===== src/rtl/mem_access_ctrl.sv =====
// Multi-cycle load/store sequencer: decodes lw/sw, forms base+imm address,
// runs the data-memory request/ready handshake and writes load data back.
module mem_access_ctrl #(
    parameter int unsigned TIMEOUT = 15
) (
    input  logic        clk,
    input  logic        reset,
    input  logic        start,
    input  logic [31:0] instruction,
    output logic [4:0]  rs_addr,
    output logic [4:0]  rt_addr,
    input  logic [31:0] read_data1,
    input  logic [31:0] read_data2,
    output logic [31:0] mem_addr,
    output logic [31:0] mem_wdata,
    output logic        mem_read,
    output logic        mem_write,
    input  logic [31:0] mem_rdata,
    input  logic        mem_ready,
    output logic        reg_write,
    output logic [4:0]  reg_waddr,
    output logic [31:0] reg_wdata,
    output logic        busy,
    output logic        done,
    output logic        error,
    output logic [1:0]  err_code
);
    localparam logic [5:0] OP_LW       = 6'b100011;
    localparam logic [5:0] OP_SW       = 6'b101011;
    localparam logic [7:0] TIMEOUT_CNT = TIMEOUT[7:0];

    typedef enum logic [2:0] {
        S_IDLE, S_DECODE, S_ADDR, S_MEM, S_WB, S_FIN, S_ERR
    } state_t;

    state_t      state_q, state_d;
    logic [31:0] instr_q, instr_d;
    logic [31:0] rs_data_q, rs_data_d;
    logic [31:0] rt_data_q, rt_data_d;
    logic [31:0] mem_addr_q, mem_addr_d;
    logic [31:0] mem_wdata_q, mem_wdata_d;
    logic [31:0] reg_wdata_q, reg_wdata_d;
    logic [1:0]  err_code_q, err_code_d;
    logic [7:0]  wait_cnt_q, wait_cnt_d;

    logic [5:0]  opcode;
    logic [31:0] eff_addr;
    logic [7:0]  wait_inc;

    assign opcode   = instr_q[31:26];
    assign eff_addr = rs_data_q + {{16{instr_q[15]}}, instr_q[15:0]};
    assign wait_inc = wait_cnt_q + 8'd1;

    always_comb begin
        state_d     = state_q;
        instr_d     = instr_q;
        rs_data_d   = rs_data_q;
        rt_data_d   = rt_data_q;
        mem_addr_d  = mem_addr_q;
        mem_wdata_d = mem_wdata_q;
        reg_wdata_d = reg_wdata_q;
        err_code_d  = err_code_q;
        wait_cnt_d  = wait_cnt_q;
        case (state_q)
            S_IDLE: begin
                if (start) begin
                    instr_d    = instruction;
                    err_code_d = 2'd0;
                    state_d    = S_DECODE;
                end
            end
            S_DECODE: begin
                rs_data_d = read_data1;
                rt_data_d = read_data2;
                state_d   = S_ADDR;
            end
            S_ADDR: begin
                mem_addr_d  = eff_addr;
                mem_wdata_d = rt_data_q;
                wait_cnt_d  = 8'd0;
                // Illegal opcode takes priority over a misaligned address.
                if (opcode != OP_LW && opcode != OP_SW) begin
                    err_code_d = 2'd1;
                    state_d    = S_ERR;
                end else if (eff_addr[1:0] != 2'b00) begin
                    err_code_d = 2'd2;
                    state_d    = S_ERR;
                end else begin
                    state_d = S_MEM;
                end
            end
            S_MEM: begin
                // Ready on the same edge the counter expires still completes.
                if (mem_ready) begin
                    if (opcode == OP_LW) begin
                        reg_wdata_d = mem_rdata;
                        state_d     = S_WB;
                    end else begin
                        state_d = S_FIN;
                    end
                end else begin
                    wait_cnt_d = wait_inc;
                    if (wait_inc == TIMEOUT_CNT) begin
                        err_code_d = 2'd3;
                        state_d    = S_ERR;
                    end
                end
            end
            S_WB, S_FIN, S_ERR: state_d = S_IDLE;
            default:            state_d = S_IDLE;
        endcase
    end

    always_ff @(posedge clk) begin
        if (!reset) begin
            state_q     <= S_IDLE;
            instr_q     <= '0;
            rs_data_q   <= '0;
            rt_data_q   <= '0;
            mem_addr_q  <= '0;
            mem_wdata_q <= '0;
            reg_wdata_q <= '0;
            err_code_q  <= '0;
            wait_cnt_q  <= '0;
        end else begin
            state_q     <= state_d;
            instr_q     <= instr_d;
            rs_data_q   <= rs_data_d;
            rt_data_q   <= rt_data_d;
            mem_addr_q  <= mem_addr_d;
            mem_wdata_q <= mem_wdata_d;
            reg_wdata_q <= reg_wdata_d;
            err_code_q  <= err_code_d;
            wait_cnt_q  <= wait_cnt_d;
        end
    end

    assign rs_addr   = instr_q[25:21];
    assign rt_addr   = instr_q[20:16];
    assign reg_waddr = instr_q[20:16];
    assign mem_addr  = mem_addr_q;
    assign mem_wdata = mem_wdata_q;
    assign reg_wdata = reg_wdata_q;
    assign err_code  = err_code_q;
    assign mem_read  = (state_q == S_MEM) && (opcode == OP_LW);
    assign mem_write = (state_q == S_MEM) && (opcode == OP_SW);
    assign reg_write = (state_q == S_WB) && (instr_q[20:16] != 5'd0);
    assign busy      = (state_q != S_IDLE);
    assign done      = (state_q == S_WB) || (state_q == S_FIN);
    assign error     = (state_q == S_ERR);

endmodule


===== config.mk =====
export PLATFORM = sky130hd
export DESIGN_NAME = mem_access_ctrl
export DESIGN_NICKNAME = d
export VERILOG_FILES = /design/src/rtl/mem_access_ctrl.sv
export SDC_FILE = /design/constraint.sdc
export NUM_CORES = 1
export LEC_CHECK = 0
export ABC_AREA = 0
export CAP_MARGIN = 20
export CELL_PAD_IN_SITES_DETAIL_PLACEMENT = 1
export CELL_PAD_IN_SITES_GLOBAL_PLACEMENT = 1
export CORE_ASPECT_RATIO = 1.25
export CORE_MARGIN = 5
export CORE_UTILIZATION = 32
export CTS_CLUSTER_SIZE = 16
export DETAILED_ROUTE_END_ITERATION = 16
export GPL_TIMING_DRIVEN = 0
export PLACE_DENSITY = 0.83
export SLEW_MARGIN = 20
export SYNTH_ARGS = -nofsm -noshare
export SYNTH_HDL_FRONTEND = slang
export SYNTH_SLANG_ARGS = --single-unit

===== constraint.sdc =====
create_clock -name clk -period 2.95 [get_ports clk]
set_clock_uncertainty 0.2 [all_clocks]
set_input_delay 0.885 -clock clk [delete_from_list [all_inputs] [get_ports clk]]
set_output_delay 0.885 -clock clk [all_outputs]
set_load 0.01 [all_outputs]

# ---- After elaboration in Yosys (flattened, before gate mapping)
# Cells that the tools add are included.
dict set report totals {
  reg_bits 205
  input_bits 132
  out_inout_bits 119
  elab_cells 58
}
dict set report classes {
  n_mux 15
  eq_ne 16
  reduce_logical 16
  addsub 2
}
# cell count
set ops {}
lappend ops {{$add A32 B32 Y32} 1}
lappend ops {{$pmux W8 S2} 1}
lappend ops {{$mux W3} 5}
lappend ops {{$eq A6 B6 Y1 const B} 2}
lappend ops {{$ne A6 B6 Y1 const B} 2}
lappend ops {{$pmux W3 S4} 1}
lappend ops {{$mux W2} 5}
lappend ops {{$eq A3 B3 Y1 const B} 3}
lappend ops {{$add A8 B1 Y8 const B} 1}
lappend ops {{$eq A8 B4 Y1 const B} 1}
lappend ops {{$mux W8} 1}
lappend ops {{$eq A3 B2 Y1 const B} 2}
lappend ops {{$ne A2 B2 Y1 const B} 3}
lappend ops {{$ne A3 B3 Y1 const B} 2}
lappend ops {{$pmux W2 S3} 1}
lappend ops {{$reduce_and A2 Y1} 3}
lappend ops {{$reduce_bool A3 Y1} 2}
lappend ops {{$reduce_and A5 Y1} 1}
lappend ops {{$reduce_bool A5 Y1} 1}
lappend ops {{$logic_and A1 B1 Y1} 4}
lappend ops {{$reduce_bool A2 Y1} 2}
lappend ops {{$eq A3 B1 Y1 const B} 1}
lappend ops {{$logic_not A3 Y1} 1}
lappend ops {{$reduce_and A3 Y1} 1}
lappend ops {{other kinds (2)} 2}

# ---- Depth between registers and ports, before layout
dict set report depth {
  word_depth 5
  mapped_depth 9
  depth_no_buf 9
}

# ---- Worst setup path after synthesis
# OpenSTA, ideal clock, no wires.
dict set report synth_path {
  kind {register to register}
  startpoint {reg instr_q[15]}
  endpoint {reg mem_addr_q[31], in the netlist mem_addr[31]}
  arrival_ns 2.536
  stages_incl_launch_ff 10
  required_ns 2.680
  setup_slack_ns 0.144
  n_path_buf 1
  cell_sequence {dfxtp_1 -> ha_1 -> clkbuf_1 -> a21oi_1 -> o21ai_0 -> a31oi_1 -> o21ai_0 -> o31a_1 -> or4b_1 -> a21boi_1}
}
dict set report synth_via {
  elab_chain_cells 1
}
# element line_no
set synth_rtl {}
lappend synth_rtl {{from (decl)} 37} ;# logic [31:0] instr_q, instr_d;
lappend synth_rtl {{from (signal assigned)} 127} ;# instr_q <= instr_d;
lappend synth_rtl {{$add A32 B32 Y32} 51} ;# assign eff_addr = rs_data_q + {{16{instr_q[15]}}, instr_q[15:0]};
lappend synth_rtl {{to (signal assigned)} 130} ;# mem_addr_q <= mem_addr_d;
lappend synth_rtl {{to (decl)} 40} ;# logic [31:0] mem_addr_q, mem_addr_d;
# No other way between the ends.
# A chain may end at the register's enable or synchronous reset.

# ---- Worst setup path in the final report
dict set report layout_path {
  startpoint {reg instr_q[16]}
  endpoint {out reg_write}
}
dict set report layout_via {
  elab_chain_cells 2
}
# element line_no
set layout_rtl {}
lappend layout_rtl {{$reduce_bool A5 Y1} 147} ;# assign reg_write = (state_q == S_WB) && (instr_q[20:16] != 5'd0);
lappend layout_rtl {{$logic_and A1 B1 Y1} 147}
lappend layout_rtl {{to (decl)} 20} ;# output logic reg_write,
# No other way between the ends.

==> metrics.yaml <==
drt:
  vias_per_cell: 4.969
  remaining_drc_errors: 0
  detail-route-antenna-nets: 0
  num_vias: 9461
  wl_per_cell_um: 17.97
  drt_pre_antenna_iters: 4
  wl_um: 34210
  drtIter0Drc: 404
sta:
  period_minus_slack_ns: 2.884
  holdWs_ns: 0.2634
  fin_crit_sh: 0.9776
  slew_viol_final: 0
  tightest_slew_ns: 0.9186
  final_hold_viol_count: 0
  fmax_mhz: 346.8
  setup-violations-final: 0
  worst_slew_margin_rel: 0.3876
  grt_setup_unrepaired: "no"
hold_path:
  hold_depth: 2
  worstHoldStart: "mem_wdata[21]"
  hold_end: "mem_wdata[21]"
  hold_path.class: "flip-flop to flip-flop"
critical_path:
  r2r_start: "instr_q[15]"
  critPathMaxFanout: 4
  r2r_slack_ns: 0.11
  endpoint_kind: "output port"
  arrival_ns: 1.80
  timing.critical_path.from: "instr_q[16]"
  critical_path_required_ns: 1.87
  reg2reg_depth: 9
  cp-start-kind: "flip-flop"
  path_class: "flip-flop to output port"
  rr_endpoint: "mem_addr[26]"
die:
  rows: 71
  die_w_um: 165.4
  die_y_um: 204.3
  core_um2: 29940
  pin_count: 251
  die_area_um2: 33790
  start_util: 0.3228
clock_tree:
  cts_tree: "done"
  clockBufferDepth: 3
  htreeDepth: 1
  clock_latency_ns: 0.52
  hold_buffers: 0
  path_clk_slew_ns: 0.06
  clock_sinks: 205
  cts_buffers: 24
  cts_root_buf: "clkbuf_16"
finish:
  synthToLayoutAreaGrowth_pct: 40.04
  utilization: 0.4520
  drive_gt1_frac: 0.06188
  fin_nets: 1653
  n_antenna_cell: 0
  finish.instance_area_um2: 13530
logic_synthesis:
  netlist_instances: 1204
  synth_edf_count: 0
  yosysUniqueCellTypes: 63
  synthFlopType: "dfxtp_1"
  yosysTopAreaCell: "dfxtp_1"
  synth-async-reset-ratio: 0
  synth_top_area_share: 0.4247
  syn-num-nets: 1370
  synth-seq-cells: 205
  avgSynthCellArea_um2: 8.026
  ys_seq_area_frac: 0.4247
  yosys-top-cells-area: "dfxtp_1, nand2_1, a21boi_0, ha_1, clkbuf_1"
  ys_warn_count: 0
  synth_area_um2: 9663
job:
  cap_violations: 0
power:
  power_density_nw_per_um2: 583.4
  vdd_ir_drop_max_mv: 0.4185
  fin_total_pwr_mw: 7.895
  leakagePower_nw: 4.947
global_routing:
  grt_max_degree: 19
  grt-ovfl-total: 0
  antenna_found_initial: 1
  grt_pass1_vias: 10090
  track_usage: 0.1977
  grt_pass1_wl_um: 53600
placed_design:
  place_area_um2: 12670
  gp_congestion: 0.8933
  portBuffers: 250
  place_hpwl_um: 26800
run_status:
  status: "completed"
[cells in the mapped netlist, types with 4 or more instances]
cell type / instances
a21o_1: 13
ha_1: 33
nand3b_1: 7
buf_4: 15
nand3_1: 33
nor3_1: 10
a31oi_1: 9
inv_1: 11
buf_1: 7
and2_1: 9
clkbuf_1: 67
o21ai_0: 35
dfxtp_1: 205
a21boi_0: 168
nand4_1: 15
a211o_1: 5
o211a_1: 4
nor2_1: 41
o21a_1: 4
or2_2: 4
xor2_1: 8
and3_1: 5
nand2_1: 369
o21bai_1: 5
xnor2_1: 14
nor3b_1: 4
a21oi_1: 37
nor2b_1: 10
[cell type report]
class | count | area, µm²
Clock inverter | 7 | 73.82
Clock buffer | 35 | 671.9
Buffer | 90 | 404.1
Tap cell | 401 | 501.7
Multi-Input combinational cell | 896 | 5169
Timing Repair Buffer | 259 | 2557
Sequential cell | 205 | 4113
Inverter | 11 | 41.29
Fill cell | 3645 | 16410
[how the worst max path moves through the flow]
stage,cells past startpoint,to
after detailed placement,4,rs_data_q[26]
after floorplan,9,mem_addr[31]
final,3,reg_write
after CTS,4,mem_read
after global routing,9,mem_addr[27]
after global placement,4,rs_data_q[27]
[through the flow]
stage / setup WS (ns) / std cells / TNS (ns)
final: 0.06621 / 1904 / 0
after global routing: 0.001145 / 1904 / 0
after CTS: -0.01759 / 1897 / -0.01759
after detailed placement: -0.4054 / 1855 / -21.28
after global placement: -0.3525 / 1855 / -16.91
after floorplan: 0.1440 / 1204 / 0
[report_power, final]
part	internal, mW	switching [mW]
registers	3.01	0.166
logic	0.769	1.11
clock network	1.66	1.17
total	5.45	2.45
[logic make-up (layout without fill, tap and decap cells)]
| logic type | after synthesis | after routing | share of synthesized area |
|---|---|---|---|
| xor gates and xnor gates | 22 | 22 | 0.01994 |
| AOI/OAI and AO/OA | 316 | 316 | 0.2322 |
| buffers and inverters | 103 | 402 | 0.04623 |
| adders and majority gates | 34 | 34 | 0.04480 |
| and+or+nand+nor | 521 | 521 | 0.2291 |
| muxes | 3 | 3 | 0.003108 |
| DFF | 205 | 205 | 0.4247 |
[sequential cells by signal, indices dropped and copies added (netlist names)]
name	flops
err_code	2
reg_wdata	32
rt_data_q	32
rs_data_q	32
instr_q	32
wait_cnt_q	8
mem_addr	32
state_q	3
mem_wdata	32
[cells in the final DEF (no fill, tap or decap), drive strengths merged, types with 4 or more instances in the layout]
| cell type | netlist | routed |
|---|---|---|
| a211o | 5 | 5 |
| a21boi | 169 | 169 |
| a21o | 13 | 13 |
| a21oi | 38 | 38 |
| a31oi | 9 | 9 |
| and2 | 9 | 9 |
| and3 | 5 | 5 |
| buf | 25 | 33 |
| clkbuf | 67 | 103 |
| clkdlybuf4s50 | 0 | 245 |
| clkinv | 0 | 5 |
| dfxtp | 205 | 205 |
| ha | 33 | 33 |
| inv | 11 | 11 |
| nand2 | 369 | 369 |
| nand3 | 33 | 33 |
| nand3b | 7 | 7 |
| nand4 | 15 | 15 |
| nor2 | 41 | 41 |
| nor2b | 10 | 10 |
| nor3 | 10 | 10 |
| nor3b | 4 | 4 |
| o211a | 4 | 4 |
| o21a | 4 | 4 |
| o21ai | 36 | 36 |
| o21bai | 5 | 5 |
| or2 | 4 | 4 |
| xnor2 | 14 | 14 |
| xor2 | 8 | 8 |
[worst max-delay path: stages, from the launching register on]
cell and delay [ns]:
dfxtp_2 0.35, or3_1 0.39, o311a_1 0.29, clkdlybuf4s15_1 0.26
[routing by layer]
layer  GRT usage  up-vias  share of wire
met5           0        -              0
met4     0.06130        0          0.032
met3     0.04378       57          0.073
met2      0.3583      266           0.50
met1      0.2298     4478           0.39
li1            -     4660              -
[what timing repair did]
action | in CTS | in global routing
gates resized for setup | 18 | 16
setup endpoints to repair | 36 | 14
buffers inserted | 1 | 8
pin swaps | 0 | 5
(Power assumes the default switching activity.)
